### config.mk
export PLATFORM = sky130hd
export DESIGN_NAME = neuron_mac_sequencer
export DESIGN_NICKNAME = d
export VERILOG_FILES = /design/src/rtl/neuron_pkg.sv /design/src/rtl/neuron_act_sat.sv /design/src/rtl/neuron_mac_sequencer.sv
export SDC_FILE = /design/constraint.sdc
export NUM_CORES = 1
export LEC_CHECK = 0
export ABC_AREA = 1
export BUFFER_PORTS_ARGS = -buffer_cell sky130_fd_sc_hd__buf_4
export CAP_MARGIN = 20
export CELL_PAD_IN_SITES_DETAIL_PLACEMENT = 1
export CELL_PAD_IN_SITES_GLOBAL_PLACEMENT = 1
export CORE_MARGIN = 2
export CORE_UTILIZATION = 40
export DETAILED_ROUTE_END_ITERATION = 16
export GPL_TIMING_DRIVEN = 0
export PLACE_DENSITY_LB_ADDON = 0.15
export SETUP_SLACK_MARGIN = 0.1
export SLEW_MARGIN = 0
export SYNTH_ARGS = -nofsm -noshare
export SYNTH_HDL_FRONTEND = slang
export SYNTH_SLANG_ARGS = --single-unit
### constraint.sdc
create_clock -name clk -period 12.3 [get_ports clk]
set_input_delay 2.46 -clock clk [delete_from_list [all_inputs] [get_ports clk]]
set_output_delay 2.46 -clock clk [all_outputs]
set_load 0.005 [all_outputs]
### src/rtl/neuron_pkg.sv
// ---------------------------------------------------------------------------
// neuron_pkg
// Shared definitions for the neuron sequencing blocks: RAM geometry, the
// saturation ceiling for 8-bit activations and the MAC sequencer state enum.
// Optional feature macro: NEURON_BIAS_EN adds the BIAS state.
// ---------------------------------------------------------------------------
package neuron_pkg;

    localparam int RAM_AW = 8;
    localparam int RAM_DW = 8;

    // Largest value an activation can take after saturation.
    localparam logic [RAM_DW-1:0] SAT_MAX = 8'd255;

    typedef enum logic [2:0] {
        IDLE,
`ifdef NEURON_BIAS_EN
        BIAS,
`endif
        RD_X,
        RD_W,
        WRITE,
        DONE
    } state_t;

endpackage

### src/rtl/neuron_act_sat.sv
// ---------------------------------------------------------------------------
// neuron_act_sat
// Purely combinational activation stage: right-shifts an accumulator by a
// fixed amount and clamps the result to the 8-bit activation range.
// Ports:
//   acc  in  ACC_W  raw accumulator value
//   act  out 8      sat(acc >> SHIFT), at most SAT_MAX
// ---------------------------------------------------------------------------
module neuron_act_sat
    import neuron_pkg::*;
#(
    parameter int ACC_W = 22,
    parameter int SHIFT = 0
) (
    input  logic [ACC_W-1:0]  acc,
    output logic [RAM_DW-1:0] act
);

    logic [ACC_W-1:0] shifted;

    // Shift first, then clamp anything that no longer fits in 8 bits.
    always_comb begin
        shifted = acc >> SHIFT;
        if (shifted > {{(ACC_W-RAM_DW){1'b0}}, SAT_MAX}) begin
            act = SAT_MAX;
        end else begin
            act = shifted[RAM_DW-1:0];
        end
    end

endmodule

### src/rtl/neuron_mac_sequencer.sv
// ---------------------------------------------------------------------------
// neuron_mac_sequencer
// Evaluates one neuron over an external single-read/single-write RAM:
// reads N activation/weight pairs, accumulates their products, writes the
// shifted and saturated 8-bit result back and pulses done.
// Optional feature macro: NEURON_BIAS_EN preloads the accumulator from
// mem[bias_addr] and adds the bias_addr port.
// Ports:
//   clk, rst_n                     clock, synchronous active-low reset
//   start                          begin an evaluation (honoured in IDLE only)
//   n_inputs, x_base, w_base,      configuration, latched when start is taken
//   out_addr, [bias_addr]
//   busy, done, result             status and last written result
//   ram_read_address, ram_oe,      RAM read port (read data is combinational)
//   ram_read_data
//   ram_write_address,             RAM write port
//   ram_write_data, ram_wre
// ---------------------------------------------------------------------------
module neuron_mac_sequencer
    import neuron_pkg::*;
#(
    parameter int MAX_N = 32,
    parameter int SHIFT = 0,
    parameter int ACC_W = 16 + $clog2(MAX_N + 1)
) (
    input  logic              clk,
    input  logic              rst_n,
    input  logic              start,
    input  logic [RAM_AW-1:0] n_inputs,
    input  logic [RAM_AW-1:0] x_base,
    input  logic [RAM_AW-1:0] w_base,
    input  logic [RAM_AW-1:0] out_addr,
`ifdef NEURON_BIAS_EN
    input  logic [RAM_AW-1:0] bias_addr,
`endif
    output logic              busy,
    output logic              done,
    output logic [RAM_DW-1:0] result,
    output logic [RAM_AW-1:0] ram_read_address,
    output logic              ram_oe,
    input  logic [RAM_DW-1:0] ram_read_data,
    output logic [RAM_AW-1:0] ram_write_address,
    output logic [RAM_DW-1:0] ram_write_data,
    output logic              ram_wre
);

    state_t state;
    state_t state_next;

    logic [RAM_AW-1:0] n_reg;
    logic [RAM_AW-1:0] x_base_reg;
    logic [RAM_AW-1:0] w_base_reg;
    logic [RAM_AW-1:0] out_addr_reg;
`ifdef NEURON_BIAS_EN
    logic [RAM_AW-1:0] bias_addr_reg;
`endif
    logic [RAM_AW-1:0] idx;
    logic [RAM_DW-1:0] x_reg;
    logic [ACC_W-1:0]  acc;
    logic [RAM_DW-1:0] result_reg;
    logic [RAM_DW-1:0] sat_value;
    logic [15:0]       product;
    logic              last_idx;

    // Operands are zero-padded so the multiply is evaluated at full 16 bits.
    assign product  = {8'd0, x_reg} * {8'd0, ram_read_data};
    assign last_idx = (idx == n_reg - 8'd1);
    assign result   = result_reg;

    neuron_act_sat #(
        .ACC_W (ACC_W),
        .SHIFT (SHIFT)
    ) u_act_sat (
        .acc (acc),
        .act (sat_value)
    );

    // State register.
    always_ff @(posedge clk) begin
        if (!rst_n) begin
            state <= IDLE;
        end else begin
            state <= state_next;
        end
    end

    // Next-state and RAM port decode. Unused address/data outputs are held
    // at zero so the RAM never sees X while its enables are low.
    always_comb begin
        state_next        = state;
        busy              = 1'b1;
        done              = 1'b0;
        ram_read_address  = '0;
        ram_oe            = 1'b0;
        ram_write_address = '0;
        ram_write_data    = '0;
        ram_wre           = 1'b0;
        case (state)
            IDLE: begin
                busy = 1'b0;
                if (start) begin
`ifdef NEURON_BIAS_EN
                    state_next = BIAS;
`else
                    state_next = (n_inputs != 8'd0) ? RD_X : WRITE;
`endif
                end
            end
`ifdef NEURON_BIAS_EN
            BIAS: begin
                ram_read_address = bias_addr_reg;
                ram_oe           = 1'b1;
                state_next       = (n_reg != 8'd0) ? RD_X : WRITE;
            end
`endif
            RD_X: begin
                ram_read_address = x_base_reg + idx;
                ram_oe           = 1'b1;
                state_next       = RD_W;
            end
            RD_W: begin
                ram_read_address = w_base_reg + idx;
                ram_oe           = 1'b1;
                state_next       = last_idx ? WRITE : RD_X;
            end
            WRITE: begin
                ram_write_address = out_addr_reg;
                ram_write_data    = sat_value;
                ram_wre           = 1'b1;
                state_next        = DONE;
            end
            DONE: begin
                done       = 1'b1;
                state_next = IDLE;
            end
            default: begin
                state_next = IDLE;
            end
        endcase
    end

    // Datapath: configuration latch, operand capture and accumulation.
    always_ff @(posedge clk) begin
        if (!rst_n) begin
            n_reg         <= '0;
            x_base_reg    <= '0;
            w_base_reg    <= '0;
            out_addr_reg  <= '0;
`ifdef NEURON_BIAS_EN
            bias_addr_reg <= '0;
`endif
            idx           <= '0;
            x_reg         <= '0;
            acc           <= '0;
            result_reg    <= '0;
        end else begin
            case (state)
                IDLE: begin
                    if (start) begin
                        n_reg         <= n_inputs;
                        x_base_reg    <= x_base;
                        w_base_reg    <= w_base;
                        out_addr_reg  <= out_addr;
`ifdef NEURON_BIAS_EN
                        bias_addr_reg <= bias_addr;
`endif
                        idx           <= '0;
                        acc           <= '0;
                    end
                end
`ifdef NEURON_BIAS_EN
                BIAS: begin
                    acc <= {{(ACC_W-RAM_DW){1'b0}}, ram_read_data};
                end
`endif
                RD_X: begin
                    x_reg <= ram_read_data;
                end
                RD_W: begin
                    acc <= acc + {{(ACC_W-16){1'b0}}, product};
                    if (!last_idx) begin
                        idx <= idx + 8'd1;
                    end
                end
                WRITE: begin
                    result_reg <= sat_value;
                end
                default: begin
                end
            endcase
        end
    end

endmodule

==> results by group <==
Placement
  – Placed insts: 1264
  – Count of input and output buffers: 70
  – Setup WS pre-CTS: 5.49 ns
  – GP Congestion: 0.852
  – Detailed Place HPWL: 15.1 mm
  – DP Area: 0.00759 mm2

Timing
  – # setup viols final: 0
  – Worst-Margin Slew: 0.668 ns
  – Max Freq: 0.155 GHz
  – Final setup TNS: 0 ns
  – Final Max Slew Viols: 0
  – Max_slew headroom: 55.5%
  – Crit path time final: 6.47 ns
  – RSZ-0062 raised after global routing: no
  – Final hold viol count: 0
  – PnR worst setup slack: 5.83 ns
  – Clock skew: 0.00931 ns
  – Hold_ws: 0.460 ns
  – Final period util: 52.6%

Logic synthesis
  – Seq/Total Area, Yosys: 23.9%
  – Number of synthesized register bits: 81
  – Synthesized area per cell: 6.97 um2
  – Post-synthesis cell type count: 40
  – Top FF cell, synth: dfxtp_1
  – Synth warnings: 0
  – Number of synthesized flops with an enable pin: 0
  – Async set-reset flop share out of synthesis: 0%
  – Syn Inst Count: 974
  – Net Count, Synth: 1118
  – Synthesized area: 0.00679 mm2

Cells and area
  – Ant. Diodes: 0
  – Max reg flops: 22
  – Share of cells above drive strength 1: 12.0%
  – Post-route cell area: 0.00789 mm2
  – Storage element area: 0.00162 mm2
  – Area growth syn-to-layout: 16.3%
  – Multi-input combinational cell area: 0.00424 mm2
  – Final Non-Filler Cells: 1280
  – Largest reg by FF count: acc
  – FILL cells: 2211
  – Final core occ: 47.6%
  – Nets@finish: 1199

Clocking
  – Hold buffer count at CTS: 0
  – Root Buffer: clkbuf_16
  – Clock Path Buffers: 2
  – CTS Sinks: 81
  – Post-CTS setup buffers: 0
  – Post-cts resize count: 0
  – Clock-pin slew on the worst setup and hold paths: 0.08 ns
  – Worst-skew pair later-pin latency: 0.36 ns
  – Total number of H-tree levels: 3
  – CTS tree: done
  – Num CTS Buffers: 9

Detailed routing
  – Routed WL: 18.7 mm
  – Routed vias/inst: 4.95
  – Routed vias: 6331
  – 1st-pass router iterations: 4
  – Avg WL per Cell: 14.6 um
  – Initial drt markers: 224
  – Drc violations: 0
  – DRT antenna net count: 0

Min path
  – Worst min-delay path class: reg2reg
  – Worst Hold Path Cells: 2

Floorplan
  – Core area: 0.0166 mm2
  – Row count: 47
  – Die area: 0.0180 mm2
  – Initial core utilization: 40.9%
  – Die H: 134 um
  – I/O pins: 79
  – DIE WIDTH: 134 um

Critical path
  – CP Cell Sequence: clkbuf_1 > nand2_1 > fa_1 > fa_1 > inv_1 > fa_1 > inv_1 > fa_1 > inv_1 > ha_1 > a21oi_1 > nor2_1 > nor2_1 > nand2_1 > nand2_1 > nand2_1 > nand2_1 > nand2_1 > a21boi_0 > nor2_1
  – CP delay by family, top: adder cells
  – Worst Reg-to-Reg Cells: 20
  – Worst setup EP type: flop
  – CP Data Arrival Time: 6.71 ns
  – Worst Path Buf+Inv: 4
  – Most used cell, CP: nand2_1
  – Worst Path Required: 12.54 ns
  – Crit Path Class: in2reg
  – Startpoint types: input pin
  – Crit-path slowest cell: fa_1
  – Slowest stage delay, CP: 0.54 ns
  – Crit path max fanout: 9
  – WP depth: 20

Pwr
  – VDD IR-drop max: 0.0000651 V
  – P_leak: 4.08 nW
  – Pwr dens: 98.6 mW/mm2
  – Total power draw: 778 uW

Flow run
  – Max cap viols: 0

Global route
  – First-pass GRT wire length: 31.8 mm
  – Number of global-route vias before repair: 6427
  – Global Route Usage Sum: 22.1%
  – Initial antenna violation count: 0
  – Largest net degree at the start of global routing: 19
  – GRT overflow: 0

Run status
  – Status: complete, no violations
[worst reg2reg max path, cell delays in order (launching register included)]
cell and delay [ns]:
dfxtp_1 0.31, clkbuf_1 0.44, nand2_1 0.16, fa_1 0.52, fa_1 0.49, inv_1 0.06
fa_1 0.53, inv_1 0.05, fa_1 0.52, inv_1 0.04, ha_1 0.35, a21oi_1 0.24
nor2_1 0.07, nor2_1 0.08, nand2_1 0.10, nand2_1 0.07, nand2_1 0.08, nand2_1 0.08
nand2_1 0.10, a21boi_0 0.20, nor2_1 0.07
[layout make-up]
class,instances,share of cell area [%]
Clock inverter,7,1.03
Sequential cell,81,20.5
Buffer,38,2.27
Multi-Input combinational cell,656,53.7
Clock buffer,9,2.85
Inverter,199,9.46
Timing Repair Buffer,70,6.66
Tap cell,220,3.49
[cell usage after synthesis (3+ instances only)]
master | instances | share of area (%)
o21ai_0 | 75 | 5.5
nand2_2 | 6 | 0.55
nand2_1 | 202 | 11
o21a_1 | 3 | 0.33
a21oi_1 | 83 | 6.1
dfxtp_1 | 81 | 24
xnor2_1 | 4 | 0.52
a21oi_2 | 5 | 0.65
xor2_1 | 6 | 0.77
nor2_4 | 3 | 0.50
nor4_1 | 5 | 0.46
buf_6 | 3 | 0.50
fa_1 | 51 | 15
nand3_1 | 32 | 2.4
clkbuf_1 | 26 | 1.4
a21boi_0 | 4 | 0.44
nand4_1 | 4 | 0.37
inv_1 | 191 | 11
nor2_1 | 101 | 5.6
nor2_2 | 4 | 0.37
inv_2 | 6 | 0.33
ha_1 | 50 | 9.2
buf_2 | 7 | 0.52
[layout by cell type, fill, tap and decap left out, types with 2 or more instances in the layout]
| cell | n |
|---|---|
| nor2_2 | 4 |
| clkinv_8 | 2 |
| clkbuf_1 | 26 |
| nor3_1 | 2 |
| xor2_1 | 6 |
| inv_1 | 191 |
| inv_6 | 2 |
| fa_1 | 51 |
| buf_6 | 3 |
| nand4_1 | 4 |
| ha_1 | 50 |
| a21oi_2 | 5 |
| o21a_1 | 3 |
| nand3_1 | 32 |
| and3_1 | 2 |
| dfxtp_1 | 81 |
| nand2_2 | 6 |
| o21ai_1 | 2 |
| nand2_1 | 202 |
| nor4_1 | 5 |
| nor2_4 | 3 |
| buf_4 | 71 |
| a21oi_1 | 83 |
| a21boi_0 | 4 |
| nor2_1 | 101 |
| inv_8 | 2 |
| inv_2 | 6 |
| clkinv_1 | 2 |
| clkbuf_16 | 9 |
| nand3b_1 | 2 |
| buf_2 | 7 |
| o21ai_0 | 75 |
| xnor2_1 | 4 |
[path summary, 6_finish.rpt]
| kind | from | to | slack [ns] |
|---|---|---|---|
| max | ram_read_data[7] | acc[18] | 5.83 |
| min reg2reg | out_addr_reg[2] | out_addr_reg[2] | 0.46 |
| min | out_addr_reg[2] | out_addr_reg[2] | 0.46 |
| max reg2reg | x_reg[3] | acc[18] | 7.62 |
[routing by layer]
layer  vias up  global-route usage [%]  wire length (um)
li1       3173                       -                 -
met1      3071                    30.4              9050
met2        73                    37.1              8870
met3        14                    2.95               568
met4         0                    4.80               175
met5         -                       0                 0
[logic make-up after synthesis]
family          count (synthesis)  synth area share [%]
fa+ha+maj                     101                  24.3
compound gates                176                  13.6
xor+xnor                       10                  1.29
simple gates                  369                  23.3
buf+inv                       237                  13.6
flops                          81                  23.9
[power by group]
part	internal (mW)	switching, mW
clock	0.145	0.135
combinational	0.0754	0.139
sequential	0.276	0.00714
Power figures use the tool's default switching activity.
